File: src/rtl/stream_width_downconverter_pkg.sv
// -----------------------------------------------------------------------------
// stream_width_downconverter_pkg
// Shared elaboration-time helpers for the stream width down-converter.
//   clog2     : ceiling log2 of a positive integer (0 for values <= 1)
//   idx_width : width of the slice index register, never less than one bit
// -----------------------------------------------------------------------------
package stream_width_downconverter_pkg;

    function automatic int clog2(input int value);
        int result;
        result = 0;
        for (int i = 0; i < 31; i++) begin
            if ((32'sd1 <<< i) < value) begin
                result = i + 1;
            end
        end
        return result;
    endfunction

    // A RATIO of 1 still needs a one-bit index so the part-select stays legal.
    function automatic int idx_width(input int ratio);
        return (ratio > 1) ? clog2(ratio) : 1;
    endfunction

endpackage

File: src/rtl/stream_width_downconverter.sv
// -----------------------------------------------------------------------------
// stream_width_downconverter
// Drains a wide AXI-Stream word and re-emits it as RATIO narrow beats, least
// significant slice first, at one beat per cycle with no bubble between words.
//
// Ports
//   ap_clk        in   clock, rising edge
//   ap_rst        in   synchronous reset, active high
//   in0_V_TDATA   in   wide word (IN_WIDTH)
//   in0_V_TVALID  in   wide word valid
//   in0_V_TREADY  out  ready for a wide word
//   out_V_TDATA   out  narrow beat (OUT_WIDTH), driven from the hold register
//   out_V_TVALID  out  narrow beat valid
//   out_V_TREADY  in   downstream ready
//   words_in      out  wide words accepted since reset (wraps)
//   beats_out     out  narrow beats sent since reset (wraps)
// -----------------------------------------------------------------------------
module stream_width_downconverter
    import stream_width_downconverter_pkg::*;
#(
    parameter int IN_WIDTH  = 72,
    parameter int OUT_WIDTH = 8,
    parameter int CNT_WIDTH = 32
) (
    input  logic                 ap_clk,
    input  logic                 ap_rst,
    input  logic [IN_WIDTH-1:0]  in0_V_TDATA,
    input  logic                 in0_V_TVALID,
    output logic                 in0_V_TREADY,
    output logic [OUT_WIDTH-1:0] out_V_TDATA,
    output logic                 out_V_TVALID,
    input  logic                 out_V_TREADY,
    output logic [CNT_WIDTH-1:0] words_in,
    output logic [CNT_WIDTH-1:0] beats_out
);

    localparam int RATIO = IN_WIDTH / OUT_WIDTH;
    localparam int IDX_W = idx_width(RATIO);
    localparam logic [IDX_W-1:0] LAST_IDX = IDX_W'(RATIO - 1);

    logic [IN_WIDTH-1:0]  hold_r;
    logic [IDX_W-1:0]     idx_r;
    logic                 full_r;
    logic [CNT_WIDTH-1:0] words_r;
    logic [CNT_WIDTH-1:0] beats_r;

    logic [IN_WIDTH-1:0]  hold_nxt_s;
    logic [IDX_W-1:0]     idx_nxt_s;
    logic                 full_nxt_s;
    logic                 last_s;
    logic                 in_xfer_s;
    logic                 out_xfer_s;

    // Handshake decode; the only combinational path is out_V_TREADY -> in0_V_TREADY,
    // which lets a new word load on the same edge the final slice leaves.
    always_comb begin
        last_s       = (idx_r == LAST_IDX);
        in0_V_TREADY = !full_r || (out_V_TREADY && last_s);
        in_xfer_s    = in0_V_TVALID && in0_V_TREADY;
        out_xfer_s   = full_r && out_V_TREADY;
    end

    // Next-state for hold/index/full; an input transfer takes priority because it
    // can only coincide with the final output slice of the previous word.
    always_comb begin
        hold_nxt_s = hold_r;
        idx_nxt_s  = idx_r;
        full_nxt_s = full_r;
        if (in_xfer_s) begin
            hold_nxt_s = in0_V_TDATA;
            idx_nxt_s  = {IDX_W{1'b0}};
            full_nxt_s = 1'b1;
        end else if (out_xfer_s) begin
            if (last_s) begin
                idx_nxt_s  = {IDX_W{1'b0}};
                full_nxt_s = 1'b0;
            end else begin
                idx_nxt_s  = idx_r + IDX_W'(1);
            end
        end else begin
            full_nxt_s = full_r;
        end
    end

    // State and debug counter registers with synchronous reset.
    always_ff @(posedge ap_clk) begin
        if (ap_rst) begin
            hold_r  <= {IN_WIDTH{1'b0}};
            idx_r   <= {IDX_W{1'b0}};
            full_r  <= 1'b0;
            words_r <= {CNT_WIDTH{1'b0}};
            beats_r <= {CNT_WIDTH{1'b0}};
        end else begin
            hold_r  <= hold_nxt_s;
            idx_r   <= idx_nxt_s;
            full_r  <= full_nxt_s;
            words_r <= words_r + (in_xfer_s  ? CNT_WIDTH'(1) : CNT_WIDTH'(0));
            beats_r <= beats_r + (out_xfer_s ? CNT_WIDTH'(1) : CNT_WIDTH'(0));
        end
    end

    // Output beat is a registered slice of the hold word; nothing from in0 reaches it.
    always_comb begin
        out_V_TVALID = full_r;
        out_V_TDATA  = hold_r[int'(idx_r) * OUT_WIDTH +: OUT_WIDTH];
        words_in     = words_r;
        beats_out    = beats_r;
    end

endmodule

File: config.mk
export PLATFORM = sky130hd
export DESIGN_NAME = stream_width_downconverter
export DESIGN_NICKNAME = d
export VERILOG_FILES = /design/src/rtl/stream_width_downconverter_pkg.sv /design/src/rtl/stream_width_downconverter.sv
export SDC_FILE = /design/constraint.sdc
export NUM_CORES = 1
export LEC_CHECK = 0
export ABC_AREA = 0
export ABC_CLOCK_PERIOD_IN_PS = 7040
export BUFFER_PORTS_ARGS = -buffer_cell sky130_fd_sc_hd__buf_2
export CELL_PAD_IN_SITES_DETAIL_PLACEMENT = 1
export CELL_PAD_IN_SITES_GLOBAL_PLACEMENT = 2
export CORE_ASPECT_RATIO = 0.5
export CORE_UTILIZATION = 33
export DETAILED_ROUTE_END_ITERATION = 8
export GPL_TIMING_DRIVEN = 0
export PLACE_DENSITY = 0.82
export SYNTH_ARGS = -nofsm -noshare
export SYNTH_HDL_FRONTEND = slang
export SYNTH_SLANG_ARGS = --single-unit
File: constraint.sdc
create_clock -name ap_clk -period 7.04 [get_ports ap_clk]
set_clock_uncertainty 0.15 [all_clocks]
set_input_delay 0.352 -clock ap_clk [delete_from_list [all_inputs] [get_ports ap_clk]]
set_output_delay 0.352 -clock ap_clk [all_outputs]
set_load 0.03 [all_outputs]
==> out/metrics.cfg <==
[run_status]
outcome=complete, no violations

[power_and_ir_drop]
peakVddDrop_v=0.000158
powerDensity_nw_per_um2=241
power.leakage_nw=3.06
power_mw=1.87

[logic_synthesis]
synth.top_cell.area_share_pct=46.2
synthTopCellsByArea=dfxtp_1 46%, nand2_1 11%, a21oi_1 8.6%
synth_largest_area_cell=dfxtp_1
postSynthNetCount=802
synth.ff_latch_count=141
yosysUniqueCellTypes=38
synth_warnings=0
synth_flop_cell=dfxtp_1
synth.avg_cell_area_um2=8.49
yosysSeqAreaShare_pct=46.2
synthCells=720
synth_edf_count=0
async_flop_share_pct=0
synth_area_um2=6110

[sta]
fin_hold_ws_ns=0.0145
tightest_slew_ns=0.692
slew_viol_final=0
min_period_ns=5.00
period_share_pct=71.0
rsz0062_at_grt=false
fmax_mhz=200
timing.setup.tns_ns=0
setup_viol=0
hold_violations=0
slew_headroom_pct=53.8
worst_slack_ns=2.04

[floorplan]
io-pin-count=150
rows=34
coreArea_um2=17700
fp.dieH_um=98.2
die_x_um=194
die_area_um2=19100
start_util_pct=34.4

[clocking]
clk_latency_ns=0.43
cts_made_buffers=17
clk_pin_slew_worst_paths_ns=0.06
cts_max_level=4
cts_buffer_depth=2
cts_sinks=141
tritoncts=yes
cts-root-buf=clkbuf_16
cts_setup_buffers=0

[drt]
wl_per_cell_um=17.0
ant_nets=0
finalWirelength_um=19400
via_per_inst=5.14
dr.pass1.iters=4
drtIter0Drc=173
vias=5855
drc=0

[job]
cap_viol_max_count=0

[place]
port_buffers=149
placed_cell_area_um2=7150
dp_hpwl_um=14200
gp_congestion=0.819
dp.cells=1103
dp_slack_ns=2.01

[worst_setup_path]
crit_path_max_fanout=10
slowest_stage=or3_1
path_class=flop to flop
crit_path_end_kind=flop
worst_ep_arrival_time_ns=5.20
max_stage_delay_ns=0.56
cp_data_required_time_ns=7.24
path_cells=buf_2 > buf_2 > inv_1 > ha_1 > nand4b_1 > a21bo_2 > clkbuf_1 > inv_1 > clkbuf_1 > ha_1 > ha_1 > nand3_1 > or3_1 > clkbuf_1 > or3_1 > a21oi_1
critPathBufInv=7
start_kind=flop
cp_top_family=buffers and inverters

[finish]
nets=973
area_delta_synth_final_pct=26.9
final_common_cell=nand2_1
design_area_um2=7750
final_util_pct=43.7
drive_gt1_share_pct=23.5
num_antenna_cells=0
fillers=2146
multi_input_area_um2=3060
final_cells=1138
final_cell_mix=174 x nand2_1, 153 x buf_2, 141 x dfxtp_1
area.sequential_um2=2820

[global_route]
antenna_found_initial=0
grt_start_max_net_pins=17
grt_pass1_vias=6016
grt_use_total_pct=20.9
grt_first_pass_wirelength_um=31300
overflow=0

[min_path]
hold_path_class=primary input to flop

logic make-up after synthesis:
kind of cell | synth area share (%)
AND/OR/NAND/NOR | 23.9
AO/OA/AOI/OAI | 13.2
flip-flops | 46.2
buffers and inverters | 3.71
XOR/XNOR | 4.01
multiplexers | 7.74
adder cells (fa/ha/maj) | 1.23
path summary, 6_finish.rpt:
kind                                         startpoint                      end  slack [ns]  cells past startpoint
worst max-delay path              idx_r[0]$_SDFFE_PP0N_  words_in[18]$_SDFF_PP0_        2.04                     16
worst min-delay path                    in0_V_TDATA[67]  hold_r[67]$_SDFFE_PP0P_        0.01                      3
worst max register to register    idx_r[0]$_SDFFE_PP0N_  words_in[18]$_SDFF_PP0_        2.04                     16
worst min register to register  hold_r[16]$_SDFFE_PP0P_  hold_r[16]$_SDFFE_PP0P_        0.30                      2
state kept, by name (all words and copies together), names as in the netlist:
| name | cells |
|---|---|
| idx_r | 4 |
| hold_r | 72 |
| out_V_TVALID | 1 |
| beats_out | 32 |
| words_in | 32 |
per-layer routing:
layer  up-vias  wire (um)  GRT usage [%]
li1       2870          -              -
met2        90       9090           35.0
met5         -          0              0
met4         0        163           5.62
met1      2883       9460           27.3
met3        12        648           4.49
where the power goes:
| part | switching [mW] | internal (mW) | leakage, nW |
|---|---|---|---|
| logic | 0.0869 | 0.0536 | 1.64 |
| registers | 0.0147 | 0.824 | 1.15 |
| clock network | 0.369 | 0.519 | 0.271 |
| total | 0.471 | 1.40 | 3.06 |
worst min-delay path, stage by stage:
cell	delay, ns
buf_2	0.09
nand2_1	0.04
a21oi_1	0.05
what timing repair did:
action | CTS | global route
hold endpoints to repair | 3 | 0
resized for setup | 0 | 0
hold buffers | 3 | 0
synth_stat cells (all sizes together) (2+ instances only):
master / count
or4: 17
xnor2: 13
o31ai: 16
nor3: 5
mux2: 2
o21ai: 23
mux2i: 9
nand2: 174
mux4: 16
and2: 3
nor2: 31
dfxtp: 141
or3: 16
clkbuf: 39
nor4: 5
nand4: 20
nor2b: 7
buf: 10
and4: 8
nand3: 15
and3: 5
inv: 10
ha: 6
a21oi: 105
nand4b: 2
xor2: 15
area by class of cell:
cell class,instances,area share (%)
inverter,10,0.484
sequential,141,36.4
buffer,49,2.44
clock inverter,15,1.92
multi-input combinational,520,39.5
timing repair buffer,152,10.0
tap,234,3.78
clock buffer,17,5.49
Note: power is estimated with default switching activity, not from simulation.
